## config.mk

```make
export PLATFORM = sky130hd
export DESIGN_NAME = branch_resolve_unit
export DESIGN_NICKNAME = d
export VERILOG_FILES = /design/src/rtl/branch_resolve_unit.sv
export SDC_FILE = /design/constraint.sdc
export NUM_CORES = 1
export LEC_CHECK = 0
export ABC_AREA = 1
export ABC_CLOCK_PERIOD_IN_PS = 10800
export CAP_MARGIN = 15
export CORE_MARGIN = 8
export CORE_UTILIZATION = 50
export DETAILED_ROUTE_END_ITERATION = 10
export GPL_ROUTABILITY_DRIVEN = 0
export GPL_TIMING_DRIVEN = 0
export PLACE_DENSITY = 0.77
export SKIP_LAST_GASP = 1
export SLEW_MARGIN = 10
export SYNTH_ARGS = -nofsm -noshare
export SYNTH_HDL_FRONTEND = slang
export SYNTH_SLANG_ARGS = --single-unit
```

## constraint.sdc

```tcl
create_clock -name clk -period 10.8 [get_ports clk]
set_clock_uncertainty 0.05 [all_clocks]
set_input_delay 1.08 -clock clk [delete_from_list [all_inputs] [get_ports clk]]
set_output_delay 1.08 -clock clk [all_outputs]
set_load 0.05 [all_outputs]
```

## src/rtl/branch_resolve_unit.sv

```systemverilog
// branch_resolve_unit: picks the oldest mispredicted branch for a held recovery request
// and queues conditional-branch outcomes for predictor training.
module branch_resolve_unit #(
  parameter int ISSUE_WIDTH  = 2,
  parameter int PC_WIDTH     = 32,
  parameter int AL_PTR_WIDTH = 6,
  parameter int GHIST_WIDTH  = 10,
  parameter int UPD_DEPTH    = 4
) (
  input  logic                                 clk,
  input  logic                                 rst,
  input  logic [ISSUE_WIDTH-1:0]               br_valid,
  input  logic [ISSUE_WIDTH-1:0]               br_mispred,
  input  logic [ISSUE_WIDTH-1:0]               br_is_cond,
  input  logic [ISSUE_WIDTH-1:0]               br_is_ax,
  input  logic [ISSUE_WIDTH-1:0]               br_taken,
  input  logic [ISSUE_WIDTH*PC_WIDTH-1:0]      br_addr,
  input  logic [ISSUE_WIDTH*PC_WIDTH-1:0]      br_next,
  input  logic [ISSUE_WIDTH*GHIST_WIDTH-1:0]   br_ghist,
  input  logic [ISSUE_WIDTH*2-1:0]             br_pht,
  input  logic [ISSUE_WIDTH*AL_PTR_WIDTH-1:0]  br_alptr,
  input  logic [AL_PTR_WIDTH-1:0]              al_head_ptr,
  output logic                                 rec_req,
  output logic [PC_WIDTH-1:0]                  rec_target,
  output logic [AL_PTR_WIDTH-1:0]              rec_alptr,
  input  logic                                 rec_ack,
  output logic                                 upd_valid,
  input  logic                                 upd_ready,
  output logic [PC_WIDTH-1:0]                  upd_addr,
  output logic                                 upd_taken,
  output logic [GHIST_WIDTH-1:0]               upd_ghist,
  output logic [1:0]                           upd_pht,
  output logic                                 upd_stall,
  output logic [7:0]                           upd_drop_cnt
);
  localparam int PW = $clog2(UPD_DEPTH);
  localparam int CW = PW + 1;
  localparam int EW = PC_WIDTH + GHIST_WIDTH + 3;
  typedef enum logic {IDLE, REQ} state_t;
  state_t                  state_q, state_d;
  logic [PC_WIDTH-1:0]     tgt_q, tgt_d;
  logic [AL_PTR_WIDTH-1:0] ptr_q, ptr_d;
  logic                    cand_v;
  logic [PC_WIDTH-1:0]     cand_tgt;
  logic [AL_PTR_WIDTH-1:0] cand_ptr, cand_age;
  logic [EW-1:0]           mem_q [UPD_DEPTH];
  logic [EW-1:0]           mem_d [UPD_DEPTH];
  logic [PW-1:0]           wr_q, wr_d, rd_q, rd_d, idx;
  logic [CW-1:0]           count_q, count_d, free, n_push;
  logic [7:0]              drop_q, drop_d, n_drop;
  logic [8:0]              drop_sum;
  logic                    pop;

  function automatic logic [AL_PTR_WIDTH-1:0] age(input logic [AL_PTR_WIDTH-1:0] p);
    return p - al_head_ptr;
  endfunction

  // strict less-than keeps the lower lane on equal age
  always_comb begin
    cand_v   = 1'b0;
    cand_tgt = '0;
    cand_ptr = '0;
    cand_age = '0;
    for (int i = 0; i < ISSUE_WIDTH; i++) begin
      if (br_valid[i] && br_mispred[i] &&
          (!cand_v || age(br_alptr[i*AL_PTR_WIDTH +: AL_PTR_WIDTH]) < cand_age)) begin
        cand_v   = 1'b1;
        cand_tgt = br_next[i*PC_WIDTH +: PC_WIDTH];
        cand_ptr = br_alptr[i*AL_PTR_WIDTH +: AL_PTR_WIDTH];
        cand_age = age(br_alptr[i*AL_PTR_WIDTH +: AL_PTR_WIDTH]);
      end
    end
  end

  // candidates arriving with the ack are younger or flushed, so they are dropped
  always_comb begin
    state_d = state_q;
    tgt_d   = tgt_q;
    ptr_d   = ptr_q;
    if (state_q == IDLE) begin
      if (cand_v) begin
        state_d = REQ;
        tgt_d   = cand_tgt;
        ptr_d   = cand_ptr;
      end
    end else if (rec_ack) begin
      state_d = IDLE;
    end else if (cand_v && cand_age < age(ptr_q)) begin
      tgt_d = cand_tgt;
      ptr_d = cand_ptr;
    end
  end

  assign rec_req    = state_q == REQ;
  assign rec_target = tgt_q;
  assign rec_alptr  = ptr_q;

  assign upd_valid = count_q != '0;
  assign pop       = upd_valid && upd_ready;
  assign free      = CW'(UPD_DEPTH) - count_q + CW'(pop);
  assign upd_stall = (CW'(UPD_DEPTH) - count_q) < CW'(ISSUE_WIDTH);
  assign upd_drop_cnt = drop_q;
  assign {upd_addr, upd_taken, upd_ghist, upd_pht} = upd_valid ? mem_q[rd_q] : '0;

  // lanes claim consecutive slots in order, so overflow always sheds the highest lanes
  always_comb begin
    mem_d  = mem_q;
    n_push = '0;
    n_drop = '0;
    idx    = '0;
    for (int i = 0; i < ISSUE_WIDTH; i++) begin
      if (br_valid[i] && br_is_cond[i] && !br_is_ax[i]) begin
        if (n_push < free) begin
          idx        = wr_q + n_push[PW-1:0];
          mem_d[idx] = {br_addr[i*PC_WIDTH +: PC_WIDTH], br_taken[i],
                        br_ghist[i*GHIST_WIDTH +: GHIST_WIDTH], br_pht[i*2 +: 2]};
          n_push     = n_push + 1'b1;
        end else begin
          n_drop = n_drop + 1'b1;
        end
      end
    end
    wr_d     = wr_q + n_push[PW-1:0];
    rd_d     = rd_q + PW'(pop);
    count_d  = count_q + n_push - CW'(pop);
    drop_sum = {1'b0, drop_q} + {1'b0, n_drop};
    drop_d   = drop_sum[8] ? 8'hff : drop_sum[7:0];
  end

  always_ff @(posedge clk or negedge rst) begin
    if (!rst) begin
      state_q <= IDLE;
      tgt_q   <= '0;
      ptr_q   <= '0;
      wr_q    <= '0;
      rd_q    <= '0;
      count_q <= '0;
      drop_q  <= '0;
      for (int i = 0; i < UPD_DEPTH; i++) mem_q[i] <= '0;
    end else begin
      state_q <= state_d;
      tgt_q   <= tgt_d;
      ptr_q   <= ptr_d;
      wr_q    <= wr_d;
      rd_q    <= rd_d;
      count_q <= count_d;
      drop_q  <= drop_d;
      mem_q   <= mem_d;
    end
  end
endmodule
```

==> metrics.txt, run 1 <==
Final #Nets=2377; cell mode on critical path=nand2_1; normalized max-slew margin=50.3%; vias per cell=5.67; Seq/Total Area, Yosys=42.3%; pre-CTS setup slack=4650 ps; Final setup viols=0; Adder-Cell Fraction of Synth Area=4.25%; post-synthesis xor/xnor area fraction=0.949%; # hold bufs at CTS=0; outcome=finished, final reports clean; Crit. Startpoint=al_head_ptr[1]; Commonest cells post-synth=nand2_1, inv_1, o21ai_0, dfrtp_1, o211ai_1; CP Class=in2reg; final instance area=18100 sq um; worst r2r dst=mem_q[133]; Startpoint Class=input pin; fraction of registers with async set/reset=100%; initial core utilization=50.2%; gr usage total=28.7%; top post-synthesis cells by area=dfrtp_1, nand2_1, o211ai_1; Worst Tran Pin Value=745 ps; Die Span X=182 um; Synth warnings=0; Max Slew Vio Count=0; Max Clock Freq=0.177 GHz; drt wl/cell=19.1 um; largest area contributor in the netlist=dfrtp_1; Netlist cell types=30; slowest CP cell=clkdlybuf4s50_1; first-pass GRT wire length=77500 um; leakage power=8.78 nW; setup bufs post-CTS=0; Reg clk slew, reported paths=60 ps; clock sinks=234; TritonCTS clock tree=built; minimum clock period=5660 ps; initial DRC count=1632; Placed Area=17200 sq um; gr ovfl total=0; top-area cell type share of the netlist area=42.3%; Syn Inst Count=1841; count leader, synth=nand2_1; cell row count=61; CP endpoint kind=flip-flop; crit path to=rec_target[13]; die area=33300 sq um; worst reg-to-reg path cell count=18; layout cells sized above 1=4.38%; DRC Markers=0; final hold viol count=0; Antenna Cells=0; Compound-Gate Fraction of Synth Area=25.7%; CTS resizes=0; Core Footprint=27600 sq um; Synth Area in Simple Gates=15.0%; CTS Buffer Depth=3; maximum vdd drop=0.000156 V; fin crit share=52.4%; Main synth FF type=dfrtp_1; Max-Cap Viols=0; required time of the critical path=11230 ps; Cell Area, Synth=13800 sq um; CTS root buf=clkbuf_16; pwr/cell area=309 nW/um^2; post-synthesis mux area share=0%; EDFF count, synth=0; final worst setup slack=5140 ps; vias=14426; Hold WC Path Type=in2async; Ports=278; HPWL Detailed=35300 um; RSZ-0062 raised after global routing=false; initial antenna violation count=2; drt first pass iters=8; main combinational cell family by area after synthesis=compound AO/OA/AOI/OAI gates; syn nets=2069; H-tree levels=1; synthesized area per cell=7.52 sq um; Port-buffer cells=277; Crit Path Max Fanout=10; DIE HEIGHT=182 um; TritonCTS buffer count=27; post-synthesis register bit count=234; Max stage delay on crit path=410 ps; final WL=48700 um; Clk Latency, worst-skew pair=540 ps; DRT antenna net count=0; number of global-route vias before repair=14562; Layout area overhead=30.5%; FF-to-FF setup slack=6190 ps; r2r startpoint=count_q[0]; CP Data Arrival Time=6090 ps; largest net degree at the start of global routing=104
per-layer routing:
layer / vias to the layer above / share of wire, % / wire length (um) / global-route usage, %
met5: - / 0.060 / 29 / 0
met4: 4 / 3.9 / 1910 / 12.2
met3: 148 / 12 / 5820 / 8.99
met2: 869 / 46 / 22600 / 47.3
met1: 6668 / 38 / 18300 / 34.2
li1: 6737 / - / - / -
critical path: cells and delay by family:
kind | cells | cell delay (ps)
buffers and inverters | 7 | 1670
adders and majority gates | 3 | 970
AOI/OAI and AO/OA | 7 | 1150
and+or+nand+nor | 14 | 1220
cell families after synthesis:
family                   count (synthesis)
adder cells (fa/ha/maj)                 44
XOR/XNOR                                15
AO/OA/AOI/OAI                          619
flip-flops                             234
AND/OR/NAND/NOR                        515
buffers and inverters                  414
through the flow:
step | util (%) | power [mW] | hold WS [ps] | instances | setup TNS, ps
after floorplan | - | 3.59 | 392 | 1841 | 0
after global placement | 62.0 | 4.52 | 404 | 2496 | -362630
after detailed placement | 62.2 | 4.60 | 407 | 2498 | 0
after CTS | 65.6 | 5.55 | 358 | 2546 | 0
after global routing | 65.6 | 5.95 | 368 | 2546 | 0
final | 65.6 | 5.58 | 360 | 2546 | 0
worst min-delay path by stage:
stage | from | endpoint | slack [ps] | cells past startpoint
CTS | rst | mem_q[96] | 360 | 1
global placement | rec_target[16] | rec_target[16] | 400 | 2
finish | rst | mem_q[96] | 360 | 1
floorplan | count_q[2] | count_q[2] | 390 | 1
global route | rst | mem_q[96] | 370 | 1
detailed placement | rec_target[16] | rec_target[16] | 410 | 2
power breakdown:
| group | switching [mW] | internal (mW) |
|---|---|---|
| combinational | 2.11 | 1.08 |
| clock | 0.374 | 0.561 |
| sequential | 0.171 | 1.28 |
| total | 2.65 | 2.93 |
sequential cells by signal, indices dropped and copies added (netlist names):
name and count:
rec_target 32, mem_q 180, rd_q 2, wr_q 2, rec_alptr 6, upd_drop_cnt 8, count_q 3, rec_req 1
cell usage in the layout (no fill, tap or decap), drive strengths merged:
| cell type | count |
|---|---|
| a211oi | 3 |
| a31oi | 1 |
| and3 | 1 |
| clkbuf | 120 |
| o21a | 2 |
| or2 | 1 |
| bufinv | 1 |
| nor2 | 21 |
| nor3b | 1 |
| dfrtp | 234 |
| nand2 | 390 |
| buf | 56 |
| a21oi | 147 |
| fa | 5 |
| nand4 | 1 |
| inv | 284 |
| and2 | 1 |
| nand3 | 95 |
| nand3b | 1 |
| ha | 39 |
| o21ai | 286 |
| clkdlybuf4s50 | 276 |
| nor3 | 3 |
| xor2 | 8 |
| o211ai | 180 |
| xnor2 | 7 |
| clkinv | 4 |
area by class of cell:
class                      instances  area, sq um
buffer                           131          569
clock buffer                      42          852
clock inverter                     6         58.8
fill                            2401         9490
inverter                         283         1060
multi-input combinational       1193         6360
sequential                       234         5860
tap                              378          473
timing repair buffer             279         2830
(Power assumes the default switching activity.)
==> run 2, diff against run 1 <==
Settings changed: ABC_CLOCK_PERIOD_IN_PS 10800 to 5250.
Clock period 10.8 ns to 5.25 ns, I/O delays scaled along.
==> metrics.txt, run 2 (synthesized netlist as in run 1, its figures left out) <==
CTS root buf=clkbuf_16; cell mode on critical path=nand2_1; final worst setup slack=456 ps; minimum clock period=4790 ps; non-filler cells, final=2546; Die Span X=182 um; final hold viol count=0; DRC Markers=0; CP endpoint kind=flip-flop; Startpoint Class=input pin; maximum vdd drop=0.000324 V; required time of the critical path=5680 ps; Final setup viols=0; slowest CP cell=clkdlybuf4s50_1; Max-Cap Viols=0; Core Footprint=27600 sq um; number of global-route vias before repair=14565; met2 Use GR=47.3%; cell row count=61; initial core utilization=50.2%; largest net degree at the start of global routing=104; TritonCTS clock tree=built; pre-CTS setup slack=-345 ps; initial antenna violation count=2; vias per cell=5.69; drt wl/cell=19.1 um; leakage power=8.78 nW; max FFs per register=180; CP Class=in2reg; TritonCTS buffer count=27; global routing's busiest layer=met2; DIE HEIGHT=182 um; final WL=48700 um; outcome=finished, final reports clean; normalized max-slew margin=48.9%; gr ovfl total=0; DRT antenna net count=0; leading cell type in the layout, fill and taps excluded=nand2_1; final instance area=18100 sq um; H-tree levels=1; vias=14488; clock sinks=234; met1 Resource Use GR=34.2%; Reg clk slew, reported paths=60 ps; Final #Nets=2377; CTS Buffer Depth=3; RSZ-0062 raised after global routing=false; die area=33300 sq um; Post-Place Cells=2498; Antenna Cells=0; setup bufs post-CTS=0; drt first pass iters=5; GR met3 Demand/Resource=8.99%; Hold WC Path Type=in2async; fin crit share=91.3%; final hold slack=400 ps; first-pass GRT wire length=77500 um; initial DRC count=1431; Max Clock Freq=0.209 GHz; PnR Total Power=11.5 mW; layout cells sized above 1=4.38%; Max Slew Vio Count=0; Port-buffer cells=277; CP Data Arrival Time=5220 ps; commonest cells after routing, fill and taps aside=nand2_1, inv_1, clkdlybuf4s50_1; Final Util=65.6%; Placed Area=17200 sq um; Ports=278; Crit Path Max Fanout=19; gr usage total=28.7%; pwr/cell area=636 nW/um^2; Layout area overhead=30.5%; setup TNS=0 ps; Top reg by flops=mem_q; HPWL Detailed=35300 um; Max stage delay on crit path=410 ps; Clk Latency, worst-skew pair=540 ps; Fillers=2401; Worst Tran Pin Value=766 ps
[run 2: changes by cell type in the layout (fill, tap and decap cells not counted), sizes merged]
cell	before	now
dlygate4sd3	0	1
buf	56	55
[run 2: area by class of cell]
type	instances	area (sq um)	area share (%)
Multi-Input combinational cell	1193	6360	35.2
Sequential cell	234	5860	32.4
Timing Repair Buffer	280	2840	15.7
Inverter	283	1060	5.88
Clock buffer	42	852	4.72
Buffer	130	568	3.14
Tap cell	378	473	2.62
Clock inverter	6	58.8	0.325
[run 2: layer usage]
metal  share of wire [%]  wire (um)
met1                  38      18300
met2                  47      22700
met3                  12       5890
met4                 3.7       1800
met5               0.060         29
[run 2: path summary, 6_finish.rpt]
path | slack, ps | cells after the start | endpoint | from
worst max-delay path | 460 | 30 | rec_target[13] | al_head_ptr[1]
worst min-delay path | 400 | 2 | mem_q[96] | rst
worst max register to register | 650 | 21 | upd_drop_cnt[7] | count_q[0]
worst min register to register | 420 | 2 | rec_target[16] | rec_target[16]
max in group asynchronous | 3920 | 3 | rec_target[11] | rst
min in group clk | 420 | 2 | rec_target[16] | rec_target[16]
[run 2: critical path: cells and delay by family]
| kind | cells | cell delay (ps) |
|---|---|---|
| compound gates | 6 | 1120 |
| buf+inv | 6 | 1340 |
| simple gates | 15 | 1320 |
| fa+ha+maj | 3 | 920 |
[run 2: power by group]
part           internal [mW]  leakage (nW)  switching (mW)
registers               2.64          2.73           0.349
clock network           1.15         0.457           0.773
logic                   2.23          5.59            4.34
total                   6.02          8.78            5.46
[run 2: repair_timing]
| action | CTS | global route |
|---|---|---|
| endpoints found under the setup margin | 0 | 38 |
| hold buffers | 1 | 0 |
| endpoints found under the hold margin | 30 | 0 |
| resized for setup | 0 | 1 |
